`src/rtl/fcta_pkg.sv`:
```
// Shared definitions for the FCTA command dispatcher.
// Field layout of the packed command word, DataMover BTT range, FSM states.
package fcta_pkg;

    localparam int CFG_LSB = 0;
    localparam int BTT_MSB = 22;
    localparam int BTT_LSB = 0;

    typedef enum logic {
        IDLE     = 1'b0,
        DISPATCH = 1'b1
    } state_t;

    function automatic int mm2s_lsb(input int cfg_bw);
        return cfg_bw;
    endfunction

    function automatic int s2mm_lsb(input int cfg_bw, input int cmd_w);
        return cfg_bw + cmd_w;
    endfunction

endpackage

```
`src/rtl/fcta_cmd_slot.sv`:
```
// One output channel: pending flag plus held data word.
// Loads on accept, clears on its own valid/ready handshake.
module fcta_cmd_slot #(
    parameter int W = 72
) (
    input  logic         clk,
    input  logic         rstn,
    input  logic         load,
    input  logic         load_pend,
    input  logic [W-1:0] load_data,
    input  logic         tready,
    output logic         tvalid,
    output logic [W-1:0] tdata,
    output logic         pend_hold
);

    logic         pend;
    logic [W-1:0] data;

    always_ff @(posedge clk or negedge rstn) begin
        if (!rstn) begin
            pend <= 1'b0;
            data <= '0;
        end else if (load) begin
            pend <= load_pend;
            data <= load_data;
        end else if (pend && tready) begin
            pend <= 1'b0;
        end
    end

    assign tvalid    = pend;
    assign tdata     = data;
    // still pending after this cycle's handshake
    assign pend_hold = pend & ~tready;

endmodule

```
`src/rtl/fcta_cmd_dispatch.sv`:
```
// Forks the packed FCTA command into cfg/MM2S/S2MM streams and
// bounds the number of S2MM transfers in flight.
module fcta_cmd_dispatch
    import fcta_pkg::*;
#(
    parameter int CFG_BW           = 96,
    parameter int AXI_DM_CMD_WIDTH = 72,
    parameter int MAX_OUTSTANDING  = 4,
    parameter int CNT_BW           = 16
) (
    input  logic                        clk,
    input  logic                        rstn,
    input  logic                        s_axis_cmd_tvalid,
    input  logic [CFG_BW+2*AXI_DM_CMD_WIDTH-1:0] s_axis_cmd_tdata,
    output logic                        s_axis_cmd_tready,
    output logic                        m_axis_cfg_tvalid,
    output logic [CFG_BW-1:0]           m_axis_cfg_tdata,
    input  logic                        m_axis_cfg_tready,
    output logic                        m_axis_mm2s_cmd_tvalid,
    output logic [AXI_DM_CMD_WIDTH-1:0] m_axis_mm2s_cmd_tdata,
    input  logic                        m_axis_mm2s_cmd_tready,
    output logic                        m_axis_s2mm_cmd_tvalid,
    output logic [AXI_DM_CMD_WIDTH-1:0] m_axis_s2mm_cmd_tdata,
    input  logic                        m_axis_s2mm_cmd_tready,
    input  logic                        s2mm_done,
    output logic [7:0]                  outstanding,
    output logic [CNT_BW-1:0]           cmd_count,
    output logic                        err_underflow,
    output logic                        busy
);

    localparam int W        = AXI_DM_CMD_WIDTH;
    localparam int MM2S_LSB = mm2s_lsb(CFG_BW);
    localparam int S2MM_LSB = s2mm_lsb(CFG_BW, W);
    localparam logic [7:0] MAX_O = 8'(MAX_OUTSTANDING);

    state_t state, state_nx;

    logic [CFG_BW-1:0] cfg_word;
    logic [W-1:0]      mm2s_word;
    logic [W-1:0]      s2mm_word;
    logic              mm2s_nz;
    logic              s2mm_nz;
    logic              credit_ok;
    logic              accept;
    logic              inc;
    logic              cfg_hold;
    logic              mm2s_hold;
    logic              s2mm_hold;

    assign cfg_word  = s_axis_cmd_tdata[CFG_LSB +: CFG_BW];
    assign mm2s_word = s_axis_cmd_tdata[MM2S_LSB +: W];
    assign s2mm_word = s_axis_cmd_tdata[S2MM_LSB +: W];
    assign mm2s_nz   = |mm2s_word[BTT_MSB:BTT_LSB];
    assign s2mm_nz   = |s2mm_word[BTT_MSB:BTT_LSB];

    // credit judged on the registered count only
    assign credit_ok         = (outstanding < MAX_O);
    assign s_axis_cmd_tready = (state == IDLE) && credit_ok;
    assign busy              = (state == DISPATCH);
    assign inc               = accept && s2mm_nz;

    always_comb begin
        state_nx = state;
        accept   = 1'b0;
        unique case (state)
            IDLE: begin
                if (s_axis_cmd_tvalid && credit_ok) begin
                    accept   = 1'b1;
                    state_nx = DISPATCH;
                end
            end
            DISPATCH: begin
                if (!(cfg_hold || mm2s_hold || s2mm_hold)) begin
                    state_nx = IDLE;
                end
            end
            default: state_nx = IDLE;
        endcase
    end

    always_ff @(posedge clk or negedge rstn) begin
        if (!rstn) begin
            state <= IDLE;
        end else begin
            state <= state_nx;
        end
    end

    always_ff @(posedge clk or negedge rstn) begin
        if (!rstn) begin
            outstanding   <= '0;
            err_underflow <= 1'b0;
            cmd_count     <= '0;
        end else begin
            if (accept) begin
                cmd_count <= cmd_count + CNT_BW'(1);
            end
            unique case ({inc, s2mm_done})
                2'b10: outstanding <= outstanding + 8'd1;
                2'b01: begin
                    if (outstanding == 8'd0) begin
                        err_underflow <= 1'b1;
                    end else begin
                        outstanding <= outstanding - 8'd1;
                    end
                end
                default: ;
            endcase
        end
    end

    fcta_cmd_slot #(.W(CFG_BW)) u_cfg (
        .clk       (clk),
        .rstn      (rstn),
        .load      (accept),
        .load_pend (1'b1),
        .load_data (cfg_word),
        .tready    (m_axis_cfg_tready),
        .tvalid    (m_axis_cfg_tvalid),
        .tdata     (m_axis_cfg_tdata),
        .pend_hold (cfg_hold)
    );

    fcta_cmd_slot #(.W(W)) u_mm2s (
        .clk       (clk),
        .rstn      (rstn),
        .load      (accept),
        .load_pend (mm2s_nz),
        .load_data (mm2s_word),
        .tready    (m_axis_mm2s_cmd_tready),
        .tvalid    (m_axis_mm2s_cmd_tvalid),
        .tdata     (m_axis_mm2s_cmd_tdata),
        .pend_hold (mm2s_hold)
    );

    fcta_cmd_slot #(.W(W)) u_s2mm (
        .clk       (clk),
        .rstn      (rstn),
        .load      (accept),
        .load_pend (s2mm_nz),
        .load_data (s2mm_word),
        .tready    (m_axis_s2mm_cmd_tready),
        .tvalid    (m_axis_s2mm_cmd_tvalid),
        .tdata     (m_axis_s2mm_cmd_tdata),
        .pend_hold (s2mm_hold)
    );

endmodule

```
`config.mk`:
```
export PLATFORM = sky130hd
export DESIGN_NAME = fcta_cmd_dispatch
export DESIGN_NICKNAME = d
export VERILOG_FILES = /design/src/rtl/fcta_pkg.sv /design/src/rtl/fcta_cmd_slot.sv /design/src/rtl/fcta_cmd_dispatch.sv
export SDC_FILE = /design/constraint.sdc
export NUM_CORES = 1
export LEC_CHECK = 0
export BUFFER_PORTS_ARGS = -buffer_cell sky130_fd_sc_hd__buf_2
export CAP_MARGIN = 0
export CORE_AREA = 2 2 203 205
export DETAILED_ROUTE_END_ITERATION = 8
export DIE_AREA = 0 0 205 207
export GPL_TIMING_DRIVEN = 0
export SKIP_LAST_GASP = 1
export SLEW_MARGIN = 20
export SYNTH_ARGS = -nofsm -noshare
export SYNTH_HDL_FRONTEND = slang
export SYNTH_HIERARCHICAL = 1
export SYNTH_SLANG_ARGS = --single-unit
export TNS_END_PERCENT = 50
```
`constraint.sdc`:
```
create_clock -name clk -period 5.9 [get_ports clk]
set_input_delay 0.59 -clock clk [delete_from_list [all_inputs] [get_ports clk]]
set_output_delay 0.59 -clock clk [all_outputs]
set_load 0.01 [all_outputs]
```
==> reports/metrics.cfg <==
[pwr]
p_sw_uw = 2391
comb_power_share_pct = 36.2
ir_drop_mv = 0.2058
p_int_uw = 5333
seq_power_share_pct = 39.4
pwr-share-clk_pct = 24.4
p_total_uw = 7725
leakage_uw = 0.008285
switching_share_pct = 30.96
power.density_nw_per_um2 = 490.5

[layout]
fin_nets = 1476
final_cell_mix = buf_2 (521), dfrtp_1 (269), mux2_4 (170)
final_common_cell = buf_2
multiInputGateArea_um2 = 4274
drive_gt1_share_pct = 68.20
fillers = 3901
regArea_um2 = 6731
antennaDiodeCount = 0
area_delta_synth_final_pct = 37.79
instances_no_fill = 1774

[clocking]
clk_latency_ns = 0.55
clock_sinks = 269
hold_buffers = 0
clock_path_buffers = 3
cts-root-buf = clkbuf_16
cts_resized = 0
cts_htree_levels = 1
post_cts_buffers = 0
cts_tree = built
clk_pin_slew_ns = 0.06
cts_buffers = 30

[logic_synthesis]
synth.distinct_cells = 46
synthTopCellsByArea = dfrtp_1 (59%), mux2_4 (22%), mux2_2 (7.5%), buf_12 (2.5%), xnor2_1 (0.92%)
async_reset_ff_share_pct = 100.0
synth_edf_count = 0
synth-seq-cells = 269
synth_seq_area_share_pct = 58.90
mappedNetlistArea_um2 = 11430
syn_nets = 926
synth_top_cell_area_share_pct = 58.90
synthFlopType = dfrtp_1
avgSynthCellArea_um2 = 17.03
syn_inst = 671
yosysWarningCount = 6
synth.largest_area_cell = dfrtp_1

[global_routing]
grt_overflow_total = 0
antenna_found_initial = 1
grt_pass1_wl_um = 46460
grt_max_degree = 99
top_usage_layer = met2
grt_usage_pct = 13.89
grt_pass1_vias = 7968
met1_usage_pct = 16.73
grtUsageMet2_pct = 24.41
grt_use_met3_pct = 3.052

[sta]
whs_ns = 0.03381
setup_tns_ns = 0
finalSetupViolCount = 0
relSlewSlack_pct = 56.92
finalClockSkew_ns = 0.01056
worstMarginPinSlew_ns = 0.6463
final-max-slew-violation-count = 0
layout_min_cycle_time_ns = 3.303
max_freq_ghz = 0.3028
hold_violations = 0
rsz0062_at_grt = false
min_period_over_period_pct = 55.98

[floorplan]
die_area_um2 = 42440
die_h_um = 207
die_x_um = 205
core_area_um2 = 40370
rows = 74
pin_count = 517
start_util_pct = 28.31

[min_path]
hold_path.class = in -> async

[flow_run]
cap_violations = 0

[place]
io_buffers = 516
place_inst = 1721
gp_congestion = 0.8292
post-dp-hpwl_um = 23570

[detailed_routing]
final_antenna_net_count = 0
initialDrtViolationCount = 282
vias = 7574
dr.pass1.iters = 4
wl_per_cell_um = 17.41
drc = 0
postRouteWirelength_um = 30880
vias_per_cell = 4.269

[critical_path]
reg2reg_slack_ns = 2.60
crit_fanout = 12
r2r_cells = 12
critPathLaunchType = flip-flop
r2r-start = outstanding[6]
cp-end-kind = flip-flop
reg2reg_to = outstanding[6]
cp_slowest_cell = dfrtp_1
path_buf_inv = 2
worst_path_largest_cell_delay_ns = 0.45
critPathArrivalTime_ns = 3.77
crit_family = simple AND/OR/NAND/NOR gates
crit_top_cell = o21ai_0
path_class = reg -> reg
crit_chain = nor4_4 -> and4b_1 -> buf_6 -> o21ai_0 -> nand2_1 -> inv_1 -> ha_1 -> nor2b_1 -> o31a_1 -> o21ai_0 -> a21boi_0 -> o31ai_1
critical_path_required_ns = 6.36

[run_status]
status = finished, final reports clean

==> how the worst max path moves through the flow <==
stage                                     start                to  slack [ns]  depth (start not counted)
final                            outstanding[6]    outstanding[6]        2.60                         12
after global routing             outstanding[6]    outstanding[6]        2.30                         12
after CTS                        outstanding[6]    outstanding[6]        2.53                         12
after detailed placement  s_axis_cmd_tdata[169]    outstanding[6]        2.06                         12
after global placement                     rstn  u_s2mm/tdata[43]       -0.82                          1
after floorplan                  outstanding[6]    outstanding[6]        3.08                         12
==> per-stage QoR <==
step | utilization, % | setup WS [ns] | cell area, um2
2_1_floorplan | - | 3.079 | 11430
3_3_place_gp | 36.36 | -0.8170 | 14680
6_report | 39.01 | 2.597 | 15750
4_1_cts | 39.01 | 2.526 | 15750
5_1_grt | 39.01 | 2.302 | 15750
3_5_place_dp | 36.52 | 2.059 | 14740
==> cells in the mapped netlist, drive strengths merged, types with 4 or more instances <==
master,instances
a21oi,6
nor2b,4
and3,4
nor4,11
inv,6
nand3,5
ha,7
mux2,246
o21ai,6
dfrtp,269
xor2,8
xnor2,12
nor2,9
buf,28
o211ai,4
nand2,13
==> worst register-to-register path, cell delays in order, from the launching register on <==
cell and delay (ns):
dfrtp_1 0.45, nor4_4 0.39, and4b_1 0.28, buf_6 0.20
o21ai_0 0.16, nand2_1 0.21, inv_1 0.16, ha_1 0.36
nor2b_1 0.16, o31a_1 0.26, o21ai_0 0.21, a21boi_0 0.13
o31ai_1 0.24
==> power by group through the flow <==
stage / Clock, uW / Combinational, uW / Sequential [uW]
detailed placement: 0 / 2840 / 3070
finish: 1880 / 2800 / 3040
global placement: 0 / 2800 / 3050
floorplan: 0 / 1260 / 3410
CTS: 1950 / 2850 / 3050
global route: 2040 / 3010 / 3150
==> metal layers <==
layer	routed length (um)	share of wire, %
met1	12360	40
met2	15490	50
met3	2217	7.2
met4	797	2.6
met5	12	0.039
==> sequential cells by signal (all words and copies together), names as in the netlist <==
name           flops
u_mm2s/tvalid      1
u_s2mm/tvalid      1
u_mm2s/tdata      72
outstanding        8
u_s2mm/tdata      72
busy               1
u_cfg/tvalid       1
u_cfg/tdata       96
err_underflow      1
cmd_count         16
==> final cells by class <==
class	instances	share of cell area, %
buffer	28	2.543
clock buffer	44	5.744
clock inverter	9	0.6436
inverter	6	0.1430
multi-input combinational	368	27.14
sequential	269	42.75
tap	532	4.227
timing repair buffer	518	16.81
==> kinds of logic after synthesis <==
family                     Yosys count  synth area share [%]
DFF                                269                 58.90
muxes                              248                 30.00
and+or+nand+nor                     61                 3.098
buffers and inverters               34                 3.700
AOI/OAI and AO/OA                   30                 1.796
xor gates and xnor gates            20                 1.533
adders and majority gates            8                0.9415
other                                1               0.03281
No activity file was read; power rests on OpenSTA's default activity.
